File: src/rtl/kernel_irq_responder_pkg.sv
// Shared types and constants for the kernel interrupt responder.
package kernel_irq_pkg;

  typedef enum logic [2:0] {
    IDLE,
    WAIT_DMA,
    DMA_ACK,
    GAP,
    KERN_ACK,
    WAIT_CLR,
    ERROR
  } state_t;

  // Far-side 3-stage synchroniser with edge detect needs at least this many
  // clocks of high and low time to see every edge.
  localparam int MIN_PULSE_LEN = 4;
  localparam int MIN_GAP_LEN   = 4;

  function automatic int max3(input int a, input int b, input int c);
    int m;
    m = (a > b) ? a : b;
    return (m > c) ? m : c;
  endfunction

endpackage

File: src/rtl/kernel_irq_responder_if.sv
// Handshake bundle between the interrupt aggregator side and the responder.
interface kernel_irq_responder_if #(
  parameter int CNT_W = 16
);
  logic             enable;
  logic             kernel_irq;
  logic             dma_done;
  logic             err_clr;
  logic             dma_ack;
  logic             kernel_ack;
  logic             busy;
  logic             err;
  logic [CNT_W-1:0] irq_count;

  modport master (
    output enable, kernel_irq, dma_done, err_clr,
    input  dma_ack, kernel_ack, busy, err, irq_count
  );

  modport slave (
    input  enable, kernel_irq, dma_done, err_clr,
    output dma_ack, kernel_ack, busy, err, irq_count
  );
endinterface

File: src/rtl/kernel_irq_responder_sync_2ff.sv
// Single-bit double-flop synchroniser for an asynchronous level input.
module sync_2ff (
  input  logic clk,
  input  logic rst_n,
  input  logic d,
  output logic q
);
  logic meta;

  // Two back-to-back flops give the first stage a full cycle to resolve.
  always_ff @(posedge clk or negedge rst_n) begin
    if (!rst_n) begin
      meta <= 1'b0;
      q    <= 1'b0;
    end else begin
      meta <= d;
      q    <= meta;
    end
  end
endmodule

File: src/rtl/kernel_irq_responder.sv
// Servicing end of the kernel interrupt handshake: waits for the DMA result
// writeback, then emits a stretched dma_ack followed by a stretched
// kernel_ack, retrying the pair if the aggregator does not drop the interrupt.
module kernel_irq_responder
  import kernel_irq_pkg::*;
#(
  parameter int PULSE_LEN = 4,
  parameter int GAP_LEN   = 4,
  parameter int TIMEOUT   = 64,
  parameter int MAX_RETRY = 3,
  parameter int CNT_W     = 16
) (
  input  logic                   dma_axi_aclk,
  input  logic                   dma_axi_aresetn,
  kernel_irq_responder_if.slave  bus
);

  // Values below the far-side synchroniser minimum would lose edges, so they
  // are raised to the minimum rather than honoured.
  localparam int PULSE_EFF = (PULSE_LEN < MIN_PULSE_LEN) ? MIN_PULSE_LEN : PULSE_LEN;
  localparam int GAP_EFF   = (GAP_LEN < MIN_GAP_LEN) ? MIN_GAP_LEN : GAP_LEN;
  localparam int TIMER_W   = $clog2(max3(PULSE_EFF, GAP_EFF, TIMEOUT)) + 1;
  localparam int RETRY_W   = (MAX_RETRY < 1) ? 1 : $clog2(MAX_RETRY + 1);

  localparam logic [TIMER_W-1:0] PULSE_LAST   = TIMER_W'(PULSE_EFF - 1);
  localparam logic [TIMER_W-1:0] GAP_LAST     = TIMER_W'(GAP_EFF - 1);
  localparam logic [TIMER_W-1:0] TIMEOUT_LAST = TIMER_W'(TIMEOUT - 1);
  localparam logic [TIMER_W-1:0] TIMER_ONE    = TIMER_W'(1);
  localparam logic [RETRY_W-1:0] RETRY_LIMIT  = RETRY_W'(MAX_RETRY);
  localparam logic [RETRY_W-1:0] RETRY_ONE    = RETRY_W'(1);
  localparam logic [CNT_W-1:0]   COUNT_ONE    = CNT_W'(1);

  state_t               state;
  logic [TIMER_W-1:0]   timer;
  logic [RETRY_W-1:0]   retry_cnt;
  logic                 dma_pend;
  logic                 pend_consume;
  logic                 irq_s;
  logic                 dma_ack_q;
  logic                 kernel_ack_q;
  logic                 busy_q;
  logic                 err_q;
  logic [CNT_W-1:0]     irq_count_q;

  sync_2ff u_irq_sync (
    .clk   (dma_axi_aclk),
    .rst_n (dma_axi_aresetn),
    .d     (bus.kernel_irq),
    .q     (irq_s)
  );

  assign pend_consume = (state == WAIT_DMA) && dma_pend;

  // Remember a DMA completion until WAIT_DMA uses it; a new completion in the
  // consuming cycle wins so it is not lost.
  always_ff @(posedge dma_axi_aclk or negedge dma_axi_aresetn) begin
    if (!dma_axi_aresetn) begin
      dma_pend <= 1'b0;
    end else if (bus.dma_done) begin
      dma_pend <= 1'b1;
    end else if (pend_consume) begin
      dma_pend <= 1'b0;
    end
  end

  // Handshake sequencer; every output is a flop updated alongside the state.
  always_ff @(posedge dma_axi_aclk or negedge dma_axi_aresetn) begin
    if (!dma_axi_aresetn) begin
      state        <= IDLE;
      timer        <= '0;
      retry_cnt    <= '0;
      dma_ack_q    <= 1'b0;
      kernel_ack_q <= 1'b0;
      busy_q       <= 1'b0;
      err_q        <= 1'b0;
      irq_count_q  <= '0;
    end else begin
      case (state)
        IDLE: begin
          if (irq_s && bus.enable) begin
            state     <= WAIT_DMA;
            retry_cnt <= '0;
            busy_q    <= 1'b1;
          end
        end
        WAIT_DMA: begin
          if (dma_pend) begin
            state     <= DMA_ACK;
            timer     <= '0;
            dma_ack_q <= 1'b1;
          end
        end
        DMA_ACK: begin
          if (timer == PULSE_LAST) begin
            state     <= GAP;
            timer     <= '0;
            dma_ack_q <= 1'b0;
          end else begin
            timer <= timer + TIMER_ONE;
          end
        end
        GAP: begin
          if (timer == GAP_LAST) begin
            state        <= KERN_ACK;
            timer        <= '0;
            kernel_ack_q <= 1'b1;
          end else begin
            timer <= timer + TIMER_ONE;
          end
        end
        KERN_ACK: begin
          if (timer == PULSE_LAST) begin
            state        <= WAIT_CLR;
            timer        <= '0;
            kernel_ack_q <= 1'b0;
          end else begin
            timer <= timer + TIMER_ONE;
          end
        end
        WAIT_CLR: begin
          if (!irq_s) begin
            state       <= IDLE;
            busy_q      <= 1'b0;
            irq_count_q <= irq_count_q + COUNT_ONE;
          end else if (timer == TIMEOUT_LAST) begin
            // The aggregator drops its DMA-ack flag on every kernel_ack
            // edge, so a retry must resend the whole pair.
            if (retry_cnt < RETRY_LIMIT) begin
              state     <= DMA_ACK;
              timer     <= '0;
              retry_cnt <= retry_cnt + RETRY_ONE;
              dma_ack_q <= 1'b1;
            end else begin
              state  <= ERROR;
              busy_q <= 1'b0;
              err_q  <= 1'b1;
            end
          end else begin
            timer <= timer + TIMER_ONE;
          end
        end
        ERROR: begin
          if (bus.err_clr) begin
            state <= IDLE;
            err_q <= 1'b0;
          end
        end
        default: begin
          state        <= IDLE;
          timer        <= '0;
          dma_ack_q    <= 1'b0;
          kernel_ack_q <= 1'b0;
          busy_q       <= 1'b0;
          err_q        <= 1'b0;
        end
      endcase
    end
  end

  assign bus.dma_ack    = dma_ack_q;
  assign bus.kernel_ack = kernel_ack_q;
  assign bus.busy       = busy_q;
  assign bus.err        = err_q;
  assign bus.irq_count  = irq_count_q;

endmodule

File: src/flat_wrapper.sv
// flat-port wrapper written by rule: the top's interface ports become plain ports
module kernel_irq_responder_flat import kernel_irq_pkg::*;
#(
  parameter int PULSE_LEN = 4,
  parameter int GAP_LEN   = 4,
  parameter int TIMEOUT   = 64,
  parameter int MAX_RETRY = 3,
  parameter int CNT_W     = 16
)
  (dma_axi_aclk, dma_axi_aresetn, bus_enable, bus_kernel_irq, bus_dma_done, bus_err_clr, bus_dma_ack, bus_kernel_ack, bus_busy, bus_err, bus_irq_count);
  kernel_irq_responder_if #(.CNT_W(CNT_W)) bus_i ();
  input  logic dma_axi_aclk;
  input  logic dma_axi_aresetn;
  input wire logic [$bits(bus_i.enable)-1:0] bus_enable;
  input wire logic [$bits(bus_i.kernel_irq)-1:0] bus_kernel_irq;
  input wire logic [$bits(bus_i.dma_done)-1:0] bus_dma_done;
  input wire logic [$bits(bus_i.err_clr)-1:0] bus_err_clr;
  output wire logic [$bits(bus_i.dma_ack)-1:0] bus_dma_ack;
  output wire logic [$bits(bus_i.kernel_ack)-1:0] bus_kernel_ack;
  output wire logic [$bits(bus_i.busy)-1:0] bus_busy;
  output wire logic [$bits(bus_i.err)-1:0] bus_err;
  output wire logic [$bits(bus_i.irq_count)-1:0] bus_irq_count;
  assign bus_i.enable = bus_enable;
  assign bus_i.kernel_irq = bus_kernel_irq;
  assign bus_i.dma_done = bus_dma_done;
  assign bus_i.err_clr = bus_err_clr;
  assign bus_dma_ack = bus_i.dma_ack;
  assign bus_kernel_ack = bus_i.kernel_ack;
  assign bus_busy = bus_i.busy;
  assign bus_err = bus_i.err;
  assign bus_irq_count = bus_i.irq_count;
  kernel_irq_responder #(.PULSE_LEN(PULSE_LEN), .GAP_LEN(GAP_LEN), .TIMEOUT(TIMEOUT), .MAX_RETRY(MAX_RETRY), .CNT_W(CNT_W)) u_core (.dma_axi_aclk(dma_axi_aclk), .dma_axi_aresetn(dma_axi_aresetn), .bus(bus_i));
endmodule
File: config.mk
export PLATFORM = sky130hd
export DESIGN_NAME = kernel_irq_responder_flat
export DESIGN_NICKNAME = d
export VERILOG_FILES = /design/src/rtl/kernel_irq_responder_pkg.sv /design/src/rtl/kernel_irq_responder_if.sv /design/src/rtl/kernel_irq_responder_sync_2ff.sv /design/src/rtl/kernel_irq_responder.sv /design/src/flat_wrapper.sv
export SDC_FILE = /design/constraint.sdc
export NUM_CORES = 1
export LEC_CHECK = 0
export ABC_AREA = 0
export BUFFER_PORTS_ARGS = -buffer_cell sky130_fd_sc_hd__clkbuf_2
export CAP_MARGIN = 15
export CORE_MARGIN = 5
export CORE_UTILIZATION = 44
export CTS_BUF_LIST = sky130_fd_sc_hd__clkbuf_2
export CTS_CLUSTER_DIAMETER = 120
export DETAILED_ROUTE_END_ITERATION = 16
export GPL_TIMING_DRIVEN = 0
export PLACE_DENSITY = 0.7
export SLEW_MARGIN = 10
export SYNTH_ARGS = -nofsm -noshare
export SYNTH_HDL_FRONTEND = slang
export SYNTH_HIERARCHICAL = 1
export SYNTH_SLANG_ARGS = --single-unit
File: constraint.sdc
create_clock -name dma_axi_aclk -period 3.1 [get_ports dma_axi_aclk]
set_input_delay 0.155 -clock dma_axi_aclk [delete_from_list [all_inputs] [get_ports dma_axi_aclk]]
set_output_delay 0.155 -clock dma_axi_aclk [all_outputs]
set_load 0.02 [all_outputs]
Word level (Yosys, flattened, before mapping)
Cells that the tools add are included.

storage, ports and cells
  flip-flop bits (word level) = 35
  input bits = 6
  output and inout bits = 20
  word-level logic and storage cells = 102

operators by class
  add/sub/neg operators = 3
  order comparisons = 1
  equality and inequality tests = 21
  multiplexer cells = 41
  bitwise operators = 6
  reductions and logical operators = 19

operator list
  cell                     number
  $mux W7                  5
  $pmux W7 S4              1
  $mux W3                  9
  $pmux W3 S7              1
  $add A16 B1 Y16 const B  1
  $mux W1                  16
  $reduce_or A5 Y1         3
  $ne A2 B1 Y1 const B     7
  $reduce_and A5 Y1        2
  $eq A3 B3 Y1 const B     3
  $pmux W1 S3              3
  $mux W2                  4
  $reduce_and A4 Y1        2
  $add A7 B1 Y7 const B    1
  $eq A7 B2 Y1 const B     1
  $eq A7 B6 Y1 const B     1
  $reduce_and A7 Y1        1
  $eq A3 B2 Y1 const B     2
  $ne A2 B2 Y1 const B     3
  $ne A3 B3 Y1 const B     2
  $not A1 Y1               6
  $reduce_and A6 Y1        1
  $pmux W1 S4              1
  $pmux W2 S2              1
  other kinds (12)         14

Logic depth before layout (Yosys ltp)
  depth after elaboration = 5
  depth in mapped cells = 6
  gate-level depth less buffers = 6

Hierarchy
The synthesis kept the hierarchy.

by module, submodules not included
  module                instances  cells an instance  area each (µm²)  seq. area each (µm²)
  kernel_irq_responder  1          178                1757.9           825.8
  sync_2ff              1          2                  50.0             50.0

Worst setup path before layout
No wires, ideal clock.

  path type = register to register
  from = register u_core.timer[4]
  to = register u_core.state[0]
  setup time = 0.125 ns
  arrival = 1.635 ns
  data required time = 2.975 ns
  slack = 1.339 ns
  stages on the path, launching flop included = 6
  buffers on the path = 0
  period minus slack after synthesis = 1.761 ns
  cells stage by stage = dfrtp_1 > or4_1 > o22ai_2 > o21a_4 > o21ai_2 > mux2_4

on the way
  word-level cells in the longest chain between the ends = 3
  elaborated cells on any way between the ends = 7
  classes of those cells = eq/ne (6); reduce/logical (1)

ends and longest elaborated chain
  what                                                    line                         text
  from (decl)                                             kernel_irq_responder.sv:34   logic [TIMER_W-1:0] timer;
  from (signal assigned)                                  kernel_irq_responder.sv:99   timer <= timer + TIMER_ONE;
  from (signal assigned)                                  kernel_irq_responder.sv:108  timer <= timer + TIMER_ONE;
  from (signal assigned)                                  kernel_irq_responder.sv:117  timer <= timer + TIMER_ONE;
  $eq A7 B6 Y1 or $eq A7 B2 Y1 (tied branches)            -
  $ne A3 B2 Y1 (no line) or $ne A2 B1 Y1 (tied branches)  -
  $reduce_and A7 Y1 (no line) (*)                         -
  to (signal assigned)                                    kernel_irq_responder.sv:122  state <= IDLE;
  to (signal assigned)                                    kernel_irq_responder.sv:129  state <= DMA_ACK;
  to (signal assigned)                                    kernel_irq_responder.sv:134  state <= ERROR;
  to (decl)                                               kernel_irq_responder.sv:33   state_t state;

Mark *: on every way between the ends. The rest lies on a longest branch, timed or not.
A chain may end at the register's enable or synchronous reset.

Worst setup path in the final report
  from = register u_core.state[1]
  to = register u_core.timer[4]

on the way
  word-level cells in the longest chain between the ends = 4
  elaborated cells on any way between the ends = 15
  classes of those cells = eq/ne (9); mux (1); bitwise (1); reduce/logical (4)

ends and longest elaborated chain
  what                                                                 line                        text
  from (signal assigned)                                               kernel_irq_responder.sv:69  state <= IDLE;
  from (signal assigned)                                               kernel_irq_responder.sv:81  state <= WAIT_DMA;
  from (signal assigned)                                               kernel_irq_responder.sv:88  state <= DMA_ACK;
  parallel branches: the longest is 4 deep, another holds $pmux W7 S4  -

Parallel ways; which one is timed is not known.

==> flow_metrics.env <==
export IMPL_antennaDiodeCount=0
export IMPL_maxSlewHeadroom_pct=41.9
export IMPL_slowest_stage="a31oi_1"
export IMPL_min_from="bus_enable"
export IMPL_end_kind="register"
export IMPL_critical_path_startpoint_type="register"
export IMPL_start_util_pct=45.2
export IMPL_worst_ep_required_time_ns=3.39
export IMPL_worstPathArrival_ns=2.29
export IMPL_grt_max_degree=36
export IMPL_p_switching_mw=0.602
export IMPL_synth_warning_count=6
export IMPL_drive_gt1_share_pct=22.7
export IMPL_port_buffer_count=25
export IMPL_globalplace_congestion=0.903
export IMPL_layout_common_cells="35 x dfrtp_1, 31 x clkbuf_2, 21 x nand2_1"
export IMPL_final_cell_area_sq_mm=0.00207
export IMPL_worstMarginPinSlew_ns=0.871
export IMPL_synth_edf_count=0
export IMPL_r2r_cells=6
export IMPL_dieArea_sq_mm=0.00549
export IMPL_wl_per_cell_microns=13.6
export IMPL_num_vias=1441
export IMPL_die_y_microns=74.1
export IMPL_cts_tree="yes"
export IMPL_cp_cell_sequence="buf_2 -> nand3b_1 -> o221ai_1 -> a31oi_1 -> o21ai_0 -> a22o_1"
export IMPL_comb_power_share_pct=43.1
export IMPL_hold_class="in -> reg"
export IMPL_grt_total_usage_pct=14.7
export IMPL_r2r_end="u_core/timer[4]$_DFFE_PN0P_"
export IMPL_drtPass1Iterations=4
export IMPL_post_route_period_util_pct=64.7
export IMPL_rsz0062_at_grt="false"
export IMPL_crit_type="reg -> reg"
export IMPL_tns_ns=0
export IMPL_synth_ff_type="dfrtp_1"
export IMPL_boundaryPins=26
export IMPL_yosys_cell_types_count=51
export IMPL_crit_family="compound AO/OA/AOI/OAI gates"
export IMPL_path_buf_inv=1
export IMPL_synth_nets=189
export IMPL_period_minus_slack_ns=2.01
export IMPL_cts_buffer_depth=2
export IMPL_die_x_microns=74.1
export IMPL_cts_setup_buffers=0
export IMPL_power_share_switching_pct=41.5
export IMPL_syn_area_per_cell_sq_um=10.0
export IMPL_hold_end="u_core/bus.busy$_DFFE_PN0P_"
export IMPL_reg2reg_slack_ns=1.09
export IMPL_status="complete, no violations"
export IMPL_max_freq_mhz=498
export IMPL_cts_sinks=35
export IMPL_max_stage_delay_ns=0.47
export IMPL_avgViaCountPerCell=5.42
export IMPL_dpl_hpwl_microns=2580
export IMPL_finalClockSkew_ns=0.0111
export IMPL_clk_pin_slew_ns=0.18
export IMPL_cts_htree_levels=2
export IMPL_layout_commonest_cell="dfrtp_1"
export IMPL_finalHoldViolCount=0
export IMPL_post_dp_cell_area_sq_mm=0.00200
export IMPL_overflow=0
export IMPL_core_area_sq_mm=0.00400
export IMPL_setup_viol=0
export IMPL_ys_seq_area_share_pct=48.4
export IMPL_p_per_area_mw_per_mm2=702
export IMPL_clock_tree_root_cell="clkbuf_2"
export IMPL_intPower_mw=0.850
export IMPL_fin_util_pct=51.7
export IMPL_ant_nets=0
export IMPL_hold_depth=3
export IMPL_fp_row_count=23
export IMPL_path_max_fanout=10
export IMPL_routed_wl_microns=3630
export IMPL_grt_pass1_vias=1363
export IMPL_slew_violations=0
export IMPL_leakagePower_nw=0.968
export IMPL_drc=0
export IMPL_cts_buffers=5
export IMPL_fillerInstances=381
export IMPL_ir_worst_vdd_mv=0.382
export IMPL_area_growth_synth_to_final_pct=14.4
export IMPL_timing_rr_start="u_core/state[1]$_DFFE_PN0P_"
export IMPL_cap_violations=0
export IMPL_p_clk_share_pct=14.7
export IMPL_async_flop_share_pct=100
export IMPL_clkLatencyLatePin_ns=0.37
export IMPL_ys_ff_latch=35
export IMPL_nNetsFinal=224
export IMPL_grt_pass1_wl_microns=6260
export IMPL_syn_inst=180
export IMPL_drt_iter0_markers=89
export IMPL_syn_area_sq_mm=0.00181
export IMPL_cp_depth=6
export IMPL_power_frac_seq_pct=42.2
export IMPL_antenna_found_initial=0
[layer usage]
layer	part of all wire, %	vias up	routed length (microns)	GRT usage, %
met5	0	-	0	0
met4	0.99	0	36	5.43
met3	4.5	2	163	3.78
met2	44	31	1590	21.8
met1	51	691	1840	20.9
li1	-	717	-	-
[sequential cells by signal (all words and copies together) (netlist names)]
register	count
u_core/bus.busy	1
u_core/bus.dma_ack	1
u_core/bus.err	1
u_core/bus.irq_count	16
u_core/bus.kernel_ack	1
u_core/dma_pend	1
u_core/retry_cnt	2
u_core/state	3
u_core/timer	7
u_core/u_irq_sync/meta	1
u_core/u_irq_sync/q	1
[power by group through the flow]
stage               Clock, mW  Combinational, mW  Sequential, mW
global route            0.242              0.691           0.628
CTS                     0.226              0.625           0.613
finish                  0.213              0.626           0.614
global placement            0              0.608           0.620
detailed placement          0              0.621           0.622
floorplan                   0              0.436           0.647
[timing repair]
action / in CTS / in global routing
hold endpoints to repair: 37 / 0
hold buffers: 3 / 0
gates resized for setup: 0 / 0
[cell usage after synthesis, types with 2 or more instances]
master / n / area, sq um
nand4_1: 5 / 31.3
and3_1: 5 / 31.3
xnor2_1: 10 / 87.6
nand2_1: 21 / 78.8
nor2_1: 12 / 45.0
buf_2: 3 / 15.0
inv_1: 3 / 11.3
ha_1: 3 / 37.5
nor2b_1: 2 / 12.5
nand3b_1: 2 / 15.0
dfrtp_1: 35 / 876
a21o_1: 2 / 15.0
xor2_1: 6 / 52.6
nand3_1: 6 / 30.0
a21oi_1: 10 / 50.1
nand2b_1: 3 / 18.8
o21ai_0: 14 / 70.1
or4_1: 2 / 15.0
a22o_1: 3 / 26.3
a31oi_1: 2 / 12.5
[kinds of logic (layout without fill, tap and decap cells)]
group	count (synthesis)	in the layout	share of synthesized area (%)
xor gates and xnor gates	16	16	7.75
DFF	35	35	48.4
buffers and inverters	10	46	2.84
adders and majority gates	3	3	2.08
and+or+nand+nor	69	69	20.2
muxes	2	2	1.45
AOI/OAI and AO/OA	45	45	17.2
[how the worst max path moves through the flow]
stage,start,endpoint
after floorplan,u_core/timer[4]$_DFFE_PN0P_,u_core/state[0]$_DFFE_PN0P_
after global placement,u_core/state[1]$_DFFE_PN0P_,u_core/timer[5]$_DFFE_PN0P_
after detailed placement,u_core/timer[0]$_DFFE_PN0P_,u_core/timer[6]$_DFFE_PN0P_
after CTS,u_core/state[1]$_DFFE_PN0P_,u_core/timer[4]$_DFFE_PN0P_
after global routing,u_core/state[1]$_DFFE_PN0P_,u_core/timer[5]$_DFFE_PN0P_
final,u_core/state[1]$_DFFE_PN0P_,u_core/timer[4]$_DFFE_PN0P_
[through the flow]
stage / power [mW] / worst slack, ns / hold WS [ns] / std cells
CTS: 1.46 / 1.14 / 0.0147 / 266
global placement: 1.23 / 1.19 / 0.264 / 255
detailed placement: 1.24 / 1.16 / 0.267 / 255
global route: 1.56 / 0.948 / 0.0381 / 266
finish: 1.45 / 1.09 / 0.0494 / 266
floorplan: 1.08 / 1.34 / -0.141 / 180
[cell type report]
class | count | area (sq um) | share of cell area (%)
clock buffer | 6 | 30.0 | 1.45
sequential | 35 | 876 | 42.3
timing repair buffer | 28 | 155 | 7.50
tap | 50 | 62.6 | 3.02
clock inverter | 2 | 12.5 | 0.605
multi-input combinational | 135 | 881 | 42.6
inverter | 4 | 15.0 | 0.726
buffer | 6 | 36.3 | 1.75
[worst register-to-register path, cell delays in order, from the launching register on]
cell and delay [ns]:
dfrtp_1 0.44, buf_2 0.25, nand3b_1 0.18, o221ai_1 0.22, a31oi_1 0.47, o21ai_0 0.18, a22o_1 0.20
Note: power is estimated with default switching activity, not from simulation.
